--- src/rtl/adc_pkg.sv ---
// Shared types for the ADC capture scheduler.
// Holds the frame FSM state encoding.
package adc_pkg;

  typedef enum logic [1:0] {
    IDLE,
    ARB,
    CAPTURE,
    FLUSH
  } state_t;

endpackage

--- src/rtl/rr_arbiter.sv ---
// Round-robin arbiter: search starts one past the last winner.
// The pointer only moves when the caller accepts a grant.
module rr_arbiter #(
  parameter int NUM_REQ = 4
) (
  input  logic                       clk,
  input  logic                       rst_n,
  input  logic [NUM_REQ-1:0]         req,
  input  logic                       advance,
  output logic [NUM_REQ-1:0]         grant,
  output logic [$clog2(NUM_REQ)-1:0] index
);

  localparam int IW = $clog2(NUM_REQ);

  logic [IW-1:0] ptr;
  logic [IW-1:0] pos;
  logic          found;

  always_comb begin
    grant = '0;
    index = '0;
    found = 1'b0;
    pos   = '0;
    for (int k = 0; k < NUM_REQ; k++) begin
      pos = IW'((int'(ptr) + k) % NUM_REQ);
      if (!found && req[pos]) begin
        found      = 1'b1;
        grant[pos] = 1'b1;
        index      = pos;
      end
    end
  end

  always_ff @(posedge clk or negedge rst_n) begin
    if (!rst_n) begin
      ptr <= '0;
    end else if (advance && found) begin
      ptr <= (index == IW'(NUM_REQ - 1)) ? '0 : index + 1'b1;
    end
  end

endmodule

--- src/rtl/adc_capture_scheduler.sv ---
// Schedules ADC frame captures between requesters and
// routes samples through a one-entry output register.
module adc_capture_scheduler
  import adc_pkg::*;
#(
  parameter int NUM_REQ        = 4,
  parameter int DATA_WIDTH     = 12,
  parameter int LEN_W          = 16,
  parameter int TIMEOUT_CYCLES = 4096
) (
  input  logic                       clk,
  input  logic                       rst_n,
  input  logic [NUM_REQ-1:0]         req,
  input  logic [NUM_REQ*LEN_W-1:0]   req_len,
  output logic [NUM_REQ-1:0]         grant,
  output logic [NUM_REQ-1:0]         done,
  output logic                       timeout_err,
  output logic                       busy,
  output logic                       smp_enable,
  output logic                       smp_ready,
  input  logic [DATA_WIDTH-1:0]      smp_data,
  input  logic                       smp_valid,
  output logic [DATA_WIDTH-1:0]      out_data,
  output logic                       out_valid,
  input  logic                       out_ready,
  output logic                       out_last,
  output logic [$clog2(NUM_REQ)-1:0] out_owner
);

  localparam int IW = $clog2(NUM_REQ);
  localparam int WW = $clog2(TIMEOUT_CYCLES + 1);
  localparam logic [WW-1:0] WD_LAST = WW'(TIMEOUT_CYCLES - 1);

  state_t state;
  state_t state_n;

  logic [NUM_REQ-1:0] arb_grant;
  logic [IW-1:0]      arb_idx;
  logic [IW-1:0]      owner;
  logic               advance;
  logic               arb_hit;
  logic [LEN_W-1:0]   sel_len;
  logic [LEN_W-1:0]   cnt;
  logic [WW-1:0]      wdog;
  logic               inflight;
  logic               in_cap;
  logic               cap_valid;
  logic               last_smp;
  logic               wd_expire;
  logic               flush_ok;
  logic               out_fire;

  rr_arbiter #(
    .NUM_REQ (NUM_REQ)
  ) u_arb (
    .clk     (clk),
    .rst_n   (rst_n),
    .req     (req),
    .advance (advance),
    .grant   (arb_grant),
    .index   (arb_idx)
  );

  assign sel_len   = req_len[int'(arb_idx)*LEN_W +: LEN_W];
  assign arb_hit   = |arb_grant;
  assign in_cap    = (state == CAPTURE);
  assign out_fire  = out_valid && out_ready;
  assign flush_ok  = !out_valid || out_ready;
  assign cap_valid = in_cap && smp_valid;
  assign last_smp  = cap_valid && (cnt == LEN_W'(1));
  assign wd_expire = in_cap && !smp_valid && (wdog == WD_LAST);

  assign busy       = (state != IDLE);
  assign smp_enable = in_cap;
  // One conversion outstanding at most, so a returning sample
  // always finds the output register free.
  assign smp_ready  = in_cap && !inflight && flush_ok
                      && (cnt != '0);

  always_ff @(posedge clk or negedge rst_n) begin
    if (!rst_n) begin
      state <= IDLE;
    end else begin
      state <= state_n;
    end
  end

  always_comb begin
    state_n = state;
    advance = 1'b0;
    unique case (state)
      IDLE: begin
        if (|req) state_n = ARB;
      end
      ARB: begin
        advance = arb_hit;
        if (!arb_hit || sel_len == '0) state_n = IDLE;
        else                            state_n = CAPTURE;
      end
      CAPTURE: begin
        if (wd_expire)     state_n = IDLE;
        else if (last_smp) state_n = FLUSH;
      end
      FLUSH: begin
        if (flush_ok) state_n = IDLE;
      end
      default: state_n = IDLE;
    endcase
  end

  always_ff @(posedge clk or negedge rst_n) begin
    if (!rst_n) begin
      grant       <= '0;
      done        <= '0;
      timeout_err <= 1'b0;
      owner       <= '0;
      cnt         <= '0;
      wdog        <= '0;
      inflight    <= 1'b0;
    end else begin
      done        <= '0;
      timeout_err <= 1'b0;
      unique case (state)
        ARB: begin
          if (arb_hit) begin
            if (sel_len == '0) begin
              done <= arb_grant;
            end else begin
              grant    <= arb_grant;
              owner    <= arb_idx;
              cnt      <= sel_len;
              wdog     <= '0;
              inflight <= 1'b0;
            end
          end
        end
        CAPTURE: begin
          if (smp_ready)      inflight <= 1'b1;
          else if (smp_valid) inflight <= 1'b0;
          if (smp_valid) begin
            wdog <= '0;
            if (cnt != '0) cnt <= cnt - LEN_W'(1);
          end else if (wd_expire) begin
            timeout_err <= 1'b1;
            done        <= grant;
            grant       <= '0;
            cnt         <= '0;
            wdog        <= '0;
            inflight    <= 1'b0;
          end else begin
            wdog <= wdog + WW'(1);
          end
        end
        FLUSH: begin
          if (flush_ok) begin
            done  <= grant;
            grant <= '0;
          end
        end
        default: ;
      endcase
    end
  end

  // An aborted frame still drains its held beat, marked last.
  always_ff @(posedge clk or negedge rst_n) begin
    if (!rst_n) begin
      out_valid <= 1'b0;
      out_last  <= 1'b0;
      out_data  <= '0;
      out_owner <= '0;
    end else if (cap_valid) begin
      out_valid <= 1'b1;
      out_last  <= (cnt == LEN_W'(1));
      out_data  <= smp_data;
      out_owner <= owner;
    end else if (wd_expire && out_valid && !out_ready) begin
      out_last <= 1'b1;
    end else if (out_fire) begin
      out_valid <= 1'b0;
      out_last  <= 1'b0;
    end
  end

  always @(posedge clk) begin
    if (rst_n && cap_valid) begin
      assert (flush_ok);
    end
  end

endmodule

--- config.mk ---
export PLATFORM = sky130hd
export DESIGN_NAME = adc_capture_scheduler
export DESIGN_NICKNAME = d
export VERILOG_FILES = /design/src/rtl/adc_pkg.sv /design/src/rtl/rr_arbiter.sv /design/src/rtl/adc_capture_scheduler.sv
export SDC_FILE = /design/constraint.sdc
export NUM_CORES = 1
export LEC_CHECK = 0
export ABC_AREA = 1
export CORE_MARGIN = 2
export CORE_UTILIZATION = 50
export CTS_CLUSTER_SIZE = 40
export DETAILED_ROUTE_END_ITERATION = 7
export DONT_BUFFER_PORTS = 1
export GPL_TIMING_DRIVEN = 0
export PLACE_DENSITY = 0.65
export SLEW_MARGIN = 20
export SYNTH_ARGS = -nofsm -noshare
export SYNTH_HDL_FRONTEND = slang
export SYNTH_SLANG_ARGS = --single-unit
--- constraint.sdc ---
create_clock -name clk -period 6.9 [get_ports clk]
set_clock_uncertainty 0.1 [all_clocks]
set_input_delay 1.38 -clock clk [delete_from_list [all_inputs] [get_ports clk]]
set_output_delay 1.38 -clock clk [all_outputs]
set_load 0.01 [all_outputs]
==> run_results.csv <==
group,metric,value,unit
drt,wire_per_inst,13.73,um
logic_synthesis,syn_area,4761,um2
sta,worst_slack,3.231,ns
run,max_cap_viol_count,0,
global_routing,first_global_vias,4375,
cts,cts_sinks,61,
global_routing,grt_max_degree,62,
final_layout,drive_above_1_share,0.08097,
sta,grt_setup_unrepaired,"false",
final_layout,fill_cells,908,
final_layout,final-seq-area,1526,um2
logic_synthesis,yosys_warnings,0,
power,power.leakage,2.728,nW
sta,hold_slack,0.3808,ns
logic_synthesis,yosys-top-cells-area,"dfrtp_1 32%, nand2_1 23%, nand3_1 6.9%",
logic_synthesis,yosysTopAreaCellShare,0.3206,
logic_synthesis,ys_types,42,
sta,slew_headroom,0.4773,
setup_path,slowest_stage,"nor4_1",
setup_path,crit_fanout,7,
sta,setup-tns-final,0,ns
logic_synthesis,synth_seq_cells,61,
cts,clkTransAtPathRegs,0.07,ns
cts,htree_levels,3,
place,dp_hpwl,9030,um
logic_synthesis,synth_edf_count,0,
setup_path,worstSetupEndpointType,"primary output",
final_layout,multi_input_area,2783,um2
sta,clock.fmax,272.6,MHz
drt,ant_nets,0,
sta,finalHoldViolations,0,
sta,finalCriticalPeriod,3.669,ns
logic_synthesis,yosys-mux-area-fraction,0,
logic_synthesis,synth_xor_area_frac,0.02760,
setup_path,start_kind,"register",
floorplanning,ioPinCount,112,
final_layout,synthToLayoutAreaGrowth,8.095,%
final_layout,fin_nets,837,
floorplanning,start_util,0.5152,
logic_synthesis,synth_top_family_by_area,"simple AND/OR/NAND/NOR gates",
logic_synthesis,ys_seq_area_frac,0.3206,
floorplanning,coreArea,9240,um2
final_layout,antenna_cells,0,
floorplanning,row_count,35,
floorplanning,die_w,101.6,um
logic_synthesis,syn-num-nets,826,
setup_path,slowest_delay,0.74,ns
sta,setup_viol_count_final,0,
global_routing,gr-usage-all-layers,0.2403,
cts,cts-root-buf,"clkbuf_8",
setup_path,arrival,2.19,ns
drt,vias,4582,
global_routing,grt-ovfl-total,0,
place,routabilityCongestion,0.8990,
setup_path,crit_chain,"inv_1 -> ha_1 -> clkinv_1 -> nor4_1",
hold_path,min_path_type,"reg -> reg",
sta,worst_pin_slew,0.7769,ns
logic_synthesis,synth_ff_type,"dfrtp_1",
logic_synthesis,yosysTopAreaCell,"dfrtp_1",
logic_synthesis,synth_area_per_cell,6.567,um2
drt,first_iter_violations,198,
setup_path,crit_type,"reg -> out",
logic_synthesis,synth_fa_ha_area_frac,0.04468,
setup_path,cpLargestDelayFamily,"simple AND/OR/NAND/NOR gates",
drt,vias_per_cell,5.267,
sta,drv_slew,0,
logic_synthesis,synth_cells,725,
cts,post_cts_buffers,0,
logic_synthesis,yosys.area_share.simple,0.4549,
setup_path,crit_buf_inv,2,
drt,dr.pass1.iters,4,
floorplanning,dieArea,10320,um2
logic_synthesis,synthArstFlopShare,1.000,
outcome,status,"completed",
power,powerDensity,568.8,nW/um2
floorplanning,die_h,101.6,um
logic_synthesis,synth_compound_area_frac,0.05729,
cts,clkLatencyLatePin,0.34,ns
place,io_buffers,0,
drt,drt_wl_total,11950,um
place,pre_cts_ws,2.927,ns
cts,cts.path.max_buffers,2,
power,ir_worst_vdd,0.0003117,V
drt,drc_errors,0,
setup_path,cp.required,5.42,ns
cts,cts_hold_buf,0,
cts,numCtsBuffers,9,
sta,post-route-period-util,0.5317,
global_routing,grt_pass1_wl,19950,um
cts,cts_resized,0,
global_routing,antenna_found_initial,0,
cts,cts_tree,"done",
==> layout make-up <==
cell class | count | area share
plain buffers | 25 | 0.03112
clock inverters | 6 | 0.01678
flip-flops and latches | 61 | 0.2966
multi-input cells | 562 | 0.5407
inverters | 77 | 0.05665
clock buffers | 10 | 0.02674
well taps | 129 | 0.03136
==> sequential cells by signal, summed over array words and instances, names as in the netlist <==
| signal | cells |
|---|---|
| cnt | 16 |
| done | 4 |
| grant | 4 |
| inflight | 1 |
| out_data | 12 |
| out_last | 1 |
| out_owner | 2 |
| out_valid | 1 |
| owner | 2 |
| state | 2 |
| timeout_err | 1 |
| u_arb.ptr | 2 |
| wdog | 13 |
==> metal layers <==
metal,track usage,wire [um]
met3,0.04486,617
met1,0.3123,5343
met5,0,0
met2,0.4064,5808
met4,0.07173,175
==> cells in the final DEF, fill, tap and decap left out, types with 3 or more instances in the layout <==
cell type / count
nand4_1: 7
a22oi_1: 3
nand2_4: 5
buf_2: 5
nand3_1: 66
xnor2_1: 4
xor2_1: 11
o21ai_0: 16
ha_1: 17
dfrtp_1: 61
nor2_1: 58
clkbuf_8: 10
a21oi_1: 9
nor4_1: 9
inv_1: 73
nor2_2: 3
nand2_1: 293
o31ai_1: 5
nand3b_1: 20
clkbuf_1: 8
buf_6: 6
nand2_2: 6
or2_2: 3
buf_4: 4
nor3_1: 8
==> stage by stage <==
step	util	area, um2	power (W)	std cells
detailed placement	0.5327	4922	0.002567	854
global placement	0.5327	4922	0.002523	854
finish	0.5569	5146	0.002927	870
floorplan	-	4761	0.002130	725
global route	0.5569	5146	0.003241	870
CTS	0.5569	5146	0.002933	870
==> Yosys cell counts, types with 2 or more instances <==
cell type  instances
inv_2              2
a22oi_1            3
buf_1              2
inv_1             73
nor4_1             9
ha_1              17
nand3_1           66
a21oi_1            9
o31ai_1            5
o21ai_1            2
nand4_1            7
or2_2              3
dfrtp_1           61
nand3_2            2
buf_4              4
nand2_2            6
nor2_4             2
xnor2_1            4
a32o_1             2
buf_6              6
nand2_4            5
clkbuf_1           8
nor2_2             3
nand2_1          293
nor3_1             8
buf_2              5
xor2_1            11
o211ai_1           2
nand3b_1          20
o21ai_0           16
nor2_1            58
==> report_power, final <==
group / switching [W] / total, W / internal (W)
logic: 0.00129 / 0.00196 / 0.000671
registers: 0.000129 / 0.000611 / 0.000481
clock network: 0.000144 / 0.000357 / 0.000212
==> worst paths after layout <==
check                                         start  depth (start not counted)  slack, ns                  endpoint
max                            state[0]$_DFFE_PN0P_                          4       3.23                 smp_ready
min                            owner[1]$_DFFE_PN0P_                          2       0.38  out_owner[1]$_DFFE_PN0P_
max reg2reg                u_arb.ptr[0]$_DFFE_PN0P_                         23       3.28        cnt[8]$_DFFE_PN0P_
min reg2reg                    owner[1]$_DFFE_PN0P_                          2       0.38  out_owner[1]$_DFFE_PN0P_
max in group asynchronous                     rst_n                          0       5.95   out_data[7]$_DFFE_PN0P_
min in group asynchronous                     rst_n                          0       0.64        cnt[4]$_DFFE_PN0P_
==> kinds of logic (layout without fill, tap and decap cells) <==
group,count (synthesis),in the layout
flip-flops,61,61
AND/OR/NAND/NOR,486,486
AO/OA/AOI/OAI,44,44
adder cells (fa/ha/maj),17,17
buffers and inverters,102,118
XOR/XNOR,15,15
==> worst reg2reg max path, delay by kind of cell, from the launching register on <==
kind                     cells  cell delay [ns]
adder cells (fa/ha/maj)      1             0.34
AO/OA/AOI/OAI                1             0.20
AND/OR/NAND/NOR             15             1.52
buffers and inverters        6             0.94
flip-flops                   1             0.44
(Power assumes the default switching activity.)
